$ cat config.mk
export PLATFORM = sky130hd
export DESIGN_NAME = mul_seq_ctrl
export DESIGN_NICKNAME = d
export VERILOG_FILES = /design/src/rtl/mul_div_pkg.sv /design/src/rtl/csa_nbit.sv /design/src/rtl/mul_seq_ctrl.sv
export SDC_FILE = /design/constraint.sdc
export NUM_CORES = 1
export LEC_CHECK = 0
export CAP_MARGIN = 30
export CORE_MARGIN = 10
export CORE_UTILIZATION = 50
export DETAILED_ROUTE_END_ITERATION = 10
export GPL_TIMING_DRIVEN = 1
export PLACE_DENSITY_LB_ADDON = 0.25
export SETUP_SLACK_MARGIN = 0.3
export SYNTH_ARGS = -nofsm -noshare
export SYNTH_HDL_FRONTEND = slang
export SYNTH_HIERARCHICAL = 1
export SYNTH_SLANG_ARGS = --single-unit
$ cat constraint.sdc
create_clock -name i_clk -period 2.95 [get_ports i_clk]
set_input_delay 0.885 -clock i_clk [delete_from_list [all_inputs] [get_ports i_clk]]
set_output_delay 0.885 -clock i_clk [all_outputs]
set_load 0.05 [all_outputs]
$ cat src/rtl/mul_div_pkg.sv
// Shared definitions for the M-extension execute units (multiplier and divider).
// Pure declarations: no logic, no latency, no flow control.
package mul_div_pkg;

    localparam int XLEN_DEFAULT = 32;
    localparam int MUL_ITER     = 32;
    localparam int MUL_CNT_W    = $clog2(MUL_ITER);

    typedef enum logic [1:0] {
        MUL_OP_MUL    = 2'b00,
        MUL_OP_MULH   = 2'b01,
        MUL_OP_MULHSU = 2'b10,
        MUL_OP_MULHU  = 2'b11
    } mul_op_e;

    typedef enum logic [1:0] {
        IDLE = 2'd0,
        CALC = 2'd1,
        ADD  = 2'd2
    } mul_state_e;

    function automatic logic mul_rs1_signed(input mul_op_e op);
        return (op == MUL_OP_MULH) || (op == MUL_OP_MULHSU);
    endfunction

endpackage

$ cat src/rtl/csa_nbit.sv
// N-bit 3:2 carry-save compressor; carry output is unshifted (weight of bit i is 2^(i+1)).
// Purely combinational, zero latency, no flow control.
module csa_nbit #(
    parameter int N = 64
) (
    input  logic [N-1:0] a,
    input  logic [N-1:0] b,
    input  logic [N-1:0] c,
    output logic [N-1:0] sum,
    output logic [N-1:0] carry
);

    assign sum   = a ^ b ^ c;
    assign carry = (a & b) | (a & c) | (b & c);

endmodule

$ cat src/rtl/mul_seq_ctrl.sv
// Iterative RV32M multiplier: one carry-save step per multiplier bit, then one carry-propagate add.
// Latency 33 cycles from acceptance to o_valid; MUL_EARLY_OUT_EN cuts it to highest set rs2 bit + 2.
// No backpressure: i_start is ignored while busy, o_valid is a one-cycle strobe, i_flush aborts.
module mul_seq_ctrl
    import mul_div_pkg::*;
#(
    parameter int XLEN = XLEN_DEFAULT
) (
    input  logic            i_clk,
    input  logic            i_rst_n,
    input  logic            i_start,
    input  logic [1:0]      i_op,
    input  logic [XLEN-1:0] i_rs1,
    input  logic [XLEN-1:0] i_rs2,
    input  logic            i_flush,
    output logic            o_busy,
    output logic            o_valid,
    output logic [XLEN-1:0] o_result
);

    localparam int AW = 2 * XLEN;
    localparam logic [MUL_CNT_W-1:0] K_LAST = MUL_CNT_W'(MUL_ITER - 1);

    mul_state_e           state_q;
    mul_op_e              op_q;
    logic [AW-1:0]        m_q, s_q, c_q;
    logic [XLEN-1:0]      q_q;
    logic [MUL_CNT_W-1:0] k_q;

    logic [AW-1:0]   m_shift, pp, csa_s, csa_c, sum;
    logic [XLEN-1:0] q_next;
    logic            neg_weight, inject, calc_done;

    always_comb begin
        m_shift    = m_q << k_q;
        // Bit 31 of a signed multiplier carries weight -2^31: add the two's complement of M<<31.
        neg_weight = (k_q == K_LAST) && (op_q == MUL_OP_MULH);
        pp         = '0;
        if (q_q[0]) begin
            pp = neg_weight ? ~m_shift : m_shift;
        end
        inject = neg_weight & q_q[0];
        q_next = q_q >> 1;
        sum    = s_q + c_q;
`ifdef MUL_EARLY_OUT_EN
        calc_done = (k_q == K_LAST) || (q_next == '0);
`else
        calc_done = (k_q == K_LAST);
`endif
    end

    csa_nbit #(.N(AW)) u_csa (
        .a    (s_q),
        .b    (c_q),
        .c    (pp),
        .sum  (csa_s),
        .carry(csa_c)
    );

    always_ff @(posedge i_clk or negedge i_rst_n) begin
        if (!i_rst_n) begin
            state_q  <= IDLE;
            op_q     <= MUL_OP_MUL;
            m_q      <= '0;
            s_q      <= '0;
            c_q      <= '0;
            q_q      <= '0;
            k_q      <= '0;
            o_busy   <= 1'b0;
            o_valid  <= 1'b0;
            o_result <= '0;
        end else begin
            o_valid <= 1'b0;
            case (state_q)
                IDLE: begin
                    if (i_start && !i_flush) begin
                        m_q     <= {{XLEN{i_rs1[XLEN-1] & mul_rs1_signed(mul_op_e'(i_op))}}, i_rs1};
                        q_q     <= i_rs2;
                        s_q     <= '0;
                        c_q     <= '0;
                        k_q     <= '0;
                        op_q    <= mul_op_e'(i_op);
                        state_q <= CALC;
                        o_busy  <= 1'b1;
                    end
                end
                CALC: begin
                    if (i_flush) begin
                        state_q <= IDLE;
                        o_busy  <= 1'b0;
                    end else begin
                        s_q <= csa_s;
                        c_q <= (csa_c << 1) | AW'(inject);
                        q_q <= q_next;
                        k_q <= k_q + MUL_CNT_W'(1);
                        if (calc_done) begin
                            state_q <= ADD;
                        end
                    end
                end
                ADD: begin
                    state_q <= IDLE;
                    o_busy  <= 1'b0;
                    if (!i_flush) begin
                        o_result <= (op_q == MUL_OP_MUL) ? sum[XLEN-1:0] : sum[AW-1:XLEN];
                        o_valid  <= 1'b1;
                    end
                end
                default: begin
                    state_q <= IDLE;
                    o_busy  <= 1'b0;
                end
            endcase
        end
    end

endmodule
== After elaboration in Yosys (flattened, before gate mapping) ==
Cells that the tools add are included.
Widths: inputs -> output; s select.

* Flip-flop bits (word level): 236
* Output and inout bits: 34
* Word-level logic and storage cells: 70
* Bits of input ports: 70

* Shift operators: 1
* Multiplexer cells: 23
* Reductions and logical operators: 12
* Add/sub/neg operators: 2
* Bitwise operators: 12
* Equality and inequality tests: 10

{| class="wikitable"
|+ Operator list
! cell !! count
|-
| $mux 64 || 5
|-
| $pmux 64 s2 || 2
|-
| $and 63x63->63 || 3
|-
| $xor 64x64->64 || 2
|-
| $or 63x63->63 || 2
|-
| $mux 32 || 3
|-
| $add 64x64->64 || 1
|-
| $not 64->64 || 1
|-
| $or 64x1->64 || 1
|-
| $pmux 32 s2 || 1
|-
| $shl 64x5->64 || 1
|-
| $mux 5 || 2
|-
| $pmux 5 s2 || 1
|-
| $reduce_and 2->1 || 4
|-
| $eq 2x1->1 const B || 3
|-
| $mux 2 || 3
|-
| $ne 2x2->1 const B || 3
|-
| $add 5x1->5 const B || 1
|-
| $eq 5x5->1 const B || 1
|-
| $eq 2x2->1 const B || 2
|-
| $logic_not 2->1 || 2
|-
| $mux 1 || 4
|-
| $pmux 2 s2 || 1
|-
| $ne 3x3->1 const B || 1
|-
| other kinds (8) || 10
|}

== Depth between registers and ports, before layout ==
* Depth in word-level cells: 10
* Gate-level depth with buffers: 15
* Gate-level depth less buffers: 13

== Modules after synthesis ==
Netlist, hierarchy kept.

{| class="wikitable"
|+ Modules (own cells, without submodules)
! module !! area an instance (um2) !! times used !! sequential area each (um2) !! cells an instance
|-
| mul_seq_ctrl || 16383.2 || 1 || 5905.7 || 1946
|-
| csa_nbit || 1281.2 || 1 || 0.0 || 64
|}

== Worst setup path before layout ==
OpenSTA, ideal clock, no wires.

* Path type: flip-flop to flip-flop
* Start point: reg s_q[0]
* End point: reg o_result[28]
* Buffers on the path: 0
* Arrival time: 2.967 ns
* Stages on the path, launching flop included: 13
* Setup slack: -0.095 ns
* Required time: 2.873 ns
* Setup time: 0.077 ns
* Period minus slack after synthesis: 3.045 ns
* Cells stage by stage: dfrtp_1 ha_1 fa_1 a211oi_1 nor2_1 o311ai_4 a21oi_2 nor4_2 o41ai_4 a21oi_2 mux2i_1 nand4_1 a21oi_1

* Cells in the longest elaborated chain, start to end: 2

{| class="wikitable"
|+ RTL lines
! what !! line !! RTL
|-
| start: declaration || mul_seq_ctrl.sv:26 || <nowiki>logic [AW-1:0] m_q, s_q, c_q;</nowiki>
|-
| start signal: assignment || mul_seq_ctrl.sv:92 || <nowiki>s_q <= csa_s;</nowiki>
|-
| $add 64x64->64 || mul_seq_ctrl.sv:44 || <nowiki>sum = s_q + c_q;</nowiki>
|-
| $mux 32 || mul_seq_ctrl.sv:105 || <nowiki>o_result <= (op_q == MUL_OP_MUL) ? sum[XLEN-1:0] : sum[AW-1:XLEN];</nowiki>
|-
| end signal: assignment || mul_seq_ctrl.sv:105 ||
|-
| end: declaration || mul_seq_ctrl.sv:18 || <nowiki>output logic [XLEN-1:0] o_result</nowiki>
|}

No other way between the ends.
A chain may end at the register's enable or synchronous reset.

== Worst setup path in the final report ==
* Start point: reg k_q[0]
* End point: reg s_q[23]

* Cells in the longest elaborated chain, start to end: 7
* Elaborated cells between the ends (all ways): 9
* Those cells by class: eq/ne: 1; shift: 1; mux: 4; bitwise: 2; reduce/logical: 1

{| class="wikitable"
|+ RTL lines
! what !! line !! RTL
|-
| start: declaration || mul_seq_ctrl.sv:28 || <nowiki>logic [MUL_CNT_W-1:0] k_q;</nowiki>
|-
| start signal: assignment || mul_seq_ctrl.sv:95 || <nowiki>k_q <= k_q + MUL_CNT_W'(1);</nowiki>
|-
| $shl 64x5->64 / $eq 5x5->1 (equally long branches) || mul_seq_ctrl.sv:35, mul_seq_ctrl.sv:37 ||
|-
| $not 64->64 / $logic_and 1x1->1 (equally long branches) || mul_seq_ctrl.sv:40, mul_seq_ctrl.sv:37 ||
|-
| $mux 64 * || mul_seq_ctrl.sv:40 || <nowiki>pp = neg_weight ? ~m_shift : m_shift;</nowiki>
|-
| $mux 64 * || mul_seq_ctrl.sv:39 || <nowiki>if (q_q[0]) begin</nowiki>
|-
| net pp[23] || mul_seq_ctrl.sv:30 || <nowiki>logic [AW-1:0] m_shift, pp, csa_s, csa_c, sum;</nowiki>
|-
| $xor 64x64->64 * || csa_nbit.sv:13 || <nowiki>assign sum = a ^ b ^ c;</nowiki>
|-
| net csa_s[23] || mul_seq_ctrl.sv:30 ||
|-
| $mux 64 * || mul_seq_ctrl.sv:88 || <nowiki>if (i_flush) begin</nowiki>
|-
| $pmux 64 s2 * || mul_seq_ctrl.sv:74 || <nowiki>case (state_q)</nowiki>
|}

The timed path passes the listed nets; every way through them passes the cells marked *. The select of a mux whose other input is x is not followed.

==> impl_metrics.toml <==
[status]
run_status = "finished, violations left"
failed_checks = "setup timing"

[clock_network]
clk_latency_ps = 580
htree_num_levels = 1
cts_made_buffers = 29
root_buffer = "clkbuf_16"
clk_path_buf_depth = 3
cts.sinks = 236
clk_pin_slew_worst_paths_ps = 70
cts_tree = "done"

[sta]
finalSetupViolCount = 58
slew_headroom = 0.4561
period_needed_ps = 3146
hold_viol = 0
drv_slew = 0
skew_ps = 14.31
worst_pin_slew_ps = 815.8
setup_ws_ps = -196.4
fin_crit_sh = 1.067
fmax_mhz = 317.8
fin_hold_ws_ps = 247.4
rsz0062_at_grt = "true"
setup_tns_ps = -3785

[route]
ant_nets = 0
route.detailed.drc = 0
drtIter0Drc = 1310
post_drt_wl_per_cell_microns = 21.17
firstDrtPassIters = 5
viasPerCell = 5.844
wl_mm = 60.52
vias = 16702

[yosys]
synth.yosys.seq_area_share = 0.3343
avgSynthCellArea_sq_um = 8.788
synth_seq_cells = 236
synth_area_leader_cell = "dfrtp_1"
ys.flop_type = "dfrtp_1"
synth_fa_ha_area_frac = 0.1197
async_flop_share = 1.000
synth.top_cell.area_share = 0.3343
synth-edff-count = 0
syn_area_sq_um = 17660
synth_top_family_by_area = "compound AO/OA/AOI/OAI gates"
ys_types = 75
synth-compound-area-share = 0.1712
synth_xor_area_frac = 0.05702
synth_mux_area_frac = 0.1086
synth_area_leaders = "dfrtp_1, nand2_1, fa_1"
yosysWarnings = 6
syn_inst = 2010
yosys.area_share.simple = 0.1700
synth.net_count = 2210

[placement]
dp_slack_ps = -207.6
place_congestion = 0.9738
place.detailed.hpwl_mm = 41.05
portBuffers = 103

[worst_setup_path]
cp.required_ps = 3440
cp-start-kind = "flop"
worst_setup_path_end_kind = "flop"
worstPathArrival_ps = 3640
path_max_fanout = 6
criticalPathCategory = "flop to flop"

[grt]
grt.total_usage = 0.2615
overflow = 0
grt_pass1_vias = 16898
antenna_found_initial = 0
grt_max_degree = 91
grt_pass1_wl_mm = 93.16

[cells_and_area]
antenna_cells = 0
area_delta_synth_final_pct = 45.12
final_common_cell = "nand2_1"
drive_above_1_share = 0.3933
final_nets = 2581
layout_common_cells = "nand2_1, buf_4, dfrtp_1, o21ai_1, o21ai_0"
final_util = 0.7385

[floorplan]
die_y_microns = 208.0
io_pins = 104
core-area_sq_um = 34710
start_util = 0.5089
die_x_microns = 208.0
rows = 68
die-area_sq_um = 43250

[hold_path]
hold_path.class = "primary input to async pin"

[pwr]
power_switching_w = 0.004984
p_sw_frac = 0.3704
comb_power_share = 0.440
seq_power_share = 0.295
leakage_nw = 11.24
internal_power_w = 0.008473
vdd_drop_max_uv = 531.9
power.density_nw_per_um2 = 524.9
p_clk_frac = 0.265

[flow_run]
drv_cap = 0
-- synthesized netlist by cell type (4+ instances only) --
cell type and instances:
nand3_1 13, a21o_2 5, buf_4 4, nand4_1 23, nor2b_1 11, mux2i_1 87, a21o_1 18, o22ai_1 10
dfrtp_1 236, buf_1 16, o21ai_0 250, ha_1 65, nor2_1 106, buf_2 5, mux2_2 63, nor3_1 17
a22oi_1 8, and3_1 14, nand3b_1 4, o211ai_1 5, fa_1 65, a211oi_1 12, o21bai_1 20, and2_1 62
xor2_1 42, o21a_1 14, and3_2 4, a31oi_1 15, clkbuf_1 104, inv_1 20, mux4_2 15, a21oi_1 134
nand2b_1 13, xnor2_1 73, nand2_1 395
-- state kept, by name, indices dropped and copies added (netlist names) --
signal    flops
c_q          64
s_q          64
m_q          33
o_result     32
q_q          32
k_q           5
op_q          2
state_q       2
o_busy        1
o_valid       1
-- final cells by class --
cell class | count | area, sq um
inverter | 21 | 78.83
fill | 2377 | 9079
clock buffer | 40 | 827.0
timing repair buffer | 480 | 4497
clock inverter | 13 | 113.9
sequential | 236 | 5908
tap | 455 | 569.3
multi-input combinational | 1613 | 13640
-- metrics by stage --
step | area, sq um | total power, W | std cells
2_1_floorplan | 17880 | 0.006503 | 2010
3_3_place_gp | 21220 | 0.008023 | 2711
3_5_place_dp | 21220 | 0.008135 | 2711
4_1_cts | 24520 | 0.01280 | 2832
5_1_grt | 25630 | 0.01402 | 2858
6_report | 25630 | 0.01346 | 2858
-- critical path, cell delays in order (launching register included) --
cell and delay [ps]:
dfrtp_2 460, buf_6 160, buf_16 120, mux2i_1 330, mux2i_2 150, mux2i_2 310, mux2_4 250, buf_4 110
o22ai_2 70, xnor2_1 140, and2_1 200, fa_2 540, nand2_1 40, o21ai_0 160
-- power groups by stage --
| stage | clock (W) | combinational, W | sequential, W |
|---|---|---|---|
| 5_1_grt | 0.00374 | 0.00627 | 0.00402 |
| 2_1_floorplan | 0 | 0.00250 | 0.00400 |
| 4_1_cts | 0.00359 | 0.00529 | 0.00393 |
| 3_5_place_dp | 0 | 0.00419 | 0.00395 |
| 6_report | 0.00356 | 0.00592 | 0.00397 |
| 3_3_place_gp | 0 | 0.00411 | 0.00392 |
-- what timing repair did --
| item | in CTS | in global routing |
|---|---|---|
| pin swaps | 152 | 109 |
| gates cloned | 6 | 0 |
| buffers inserted | 62 | 25 |
| gates resized for setup | 535 | 199 |
| setup endpoints to repair | 174 | 171 |
| hold buffers | 0 | 0 |
-- logic make-up (layout without fill, tap and decap cells) --
group,count (synthesis),after routing
and+or+nand+nor,680,680
AOI/OAI and AO/OA,523,523
DFF,236,236
muxes,165,165
buffers and inverters,161,554
adders and majority gates,130,130
xor gates and xnor gates,115,115
-- routing by layer --
layer	vias up	global-route usage	part of all wire
met4	0	0.1228	0.051
met5	-	0	0
met1	8165	0.3510	0.44
li1	7713	-	-
met3	176	0.03924	0.056
met2	648	0.4084	0.46
-- path summary, 6_finish.rpt --
kind | startpoint | end | slack [ps] | cells past startpoint
hold / removal | i_rst_n | s_q[10] | 250 | 1
max in group asynchronous | i_rst_n | k_q[0] | 1930 | 2
hold reg to reg | o_result[16] | o_result[16] | 480 | 2
setup reg to reg | k_q[0] | s_q[23] | -200 | 13
min in group i_clk | o_result[16] | o_result[16] | 480 | 2
setup / recovery | k_q[0] | s_q[23] | -200 | 13
Note: power is estimated with default switching activity, not from simulation.
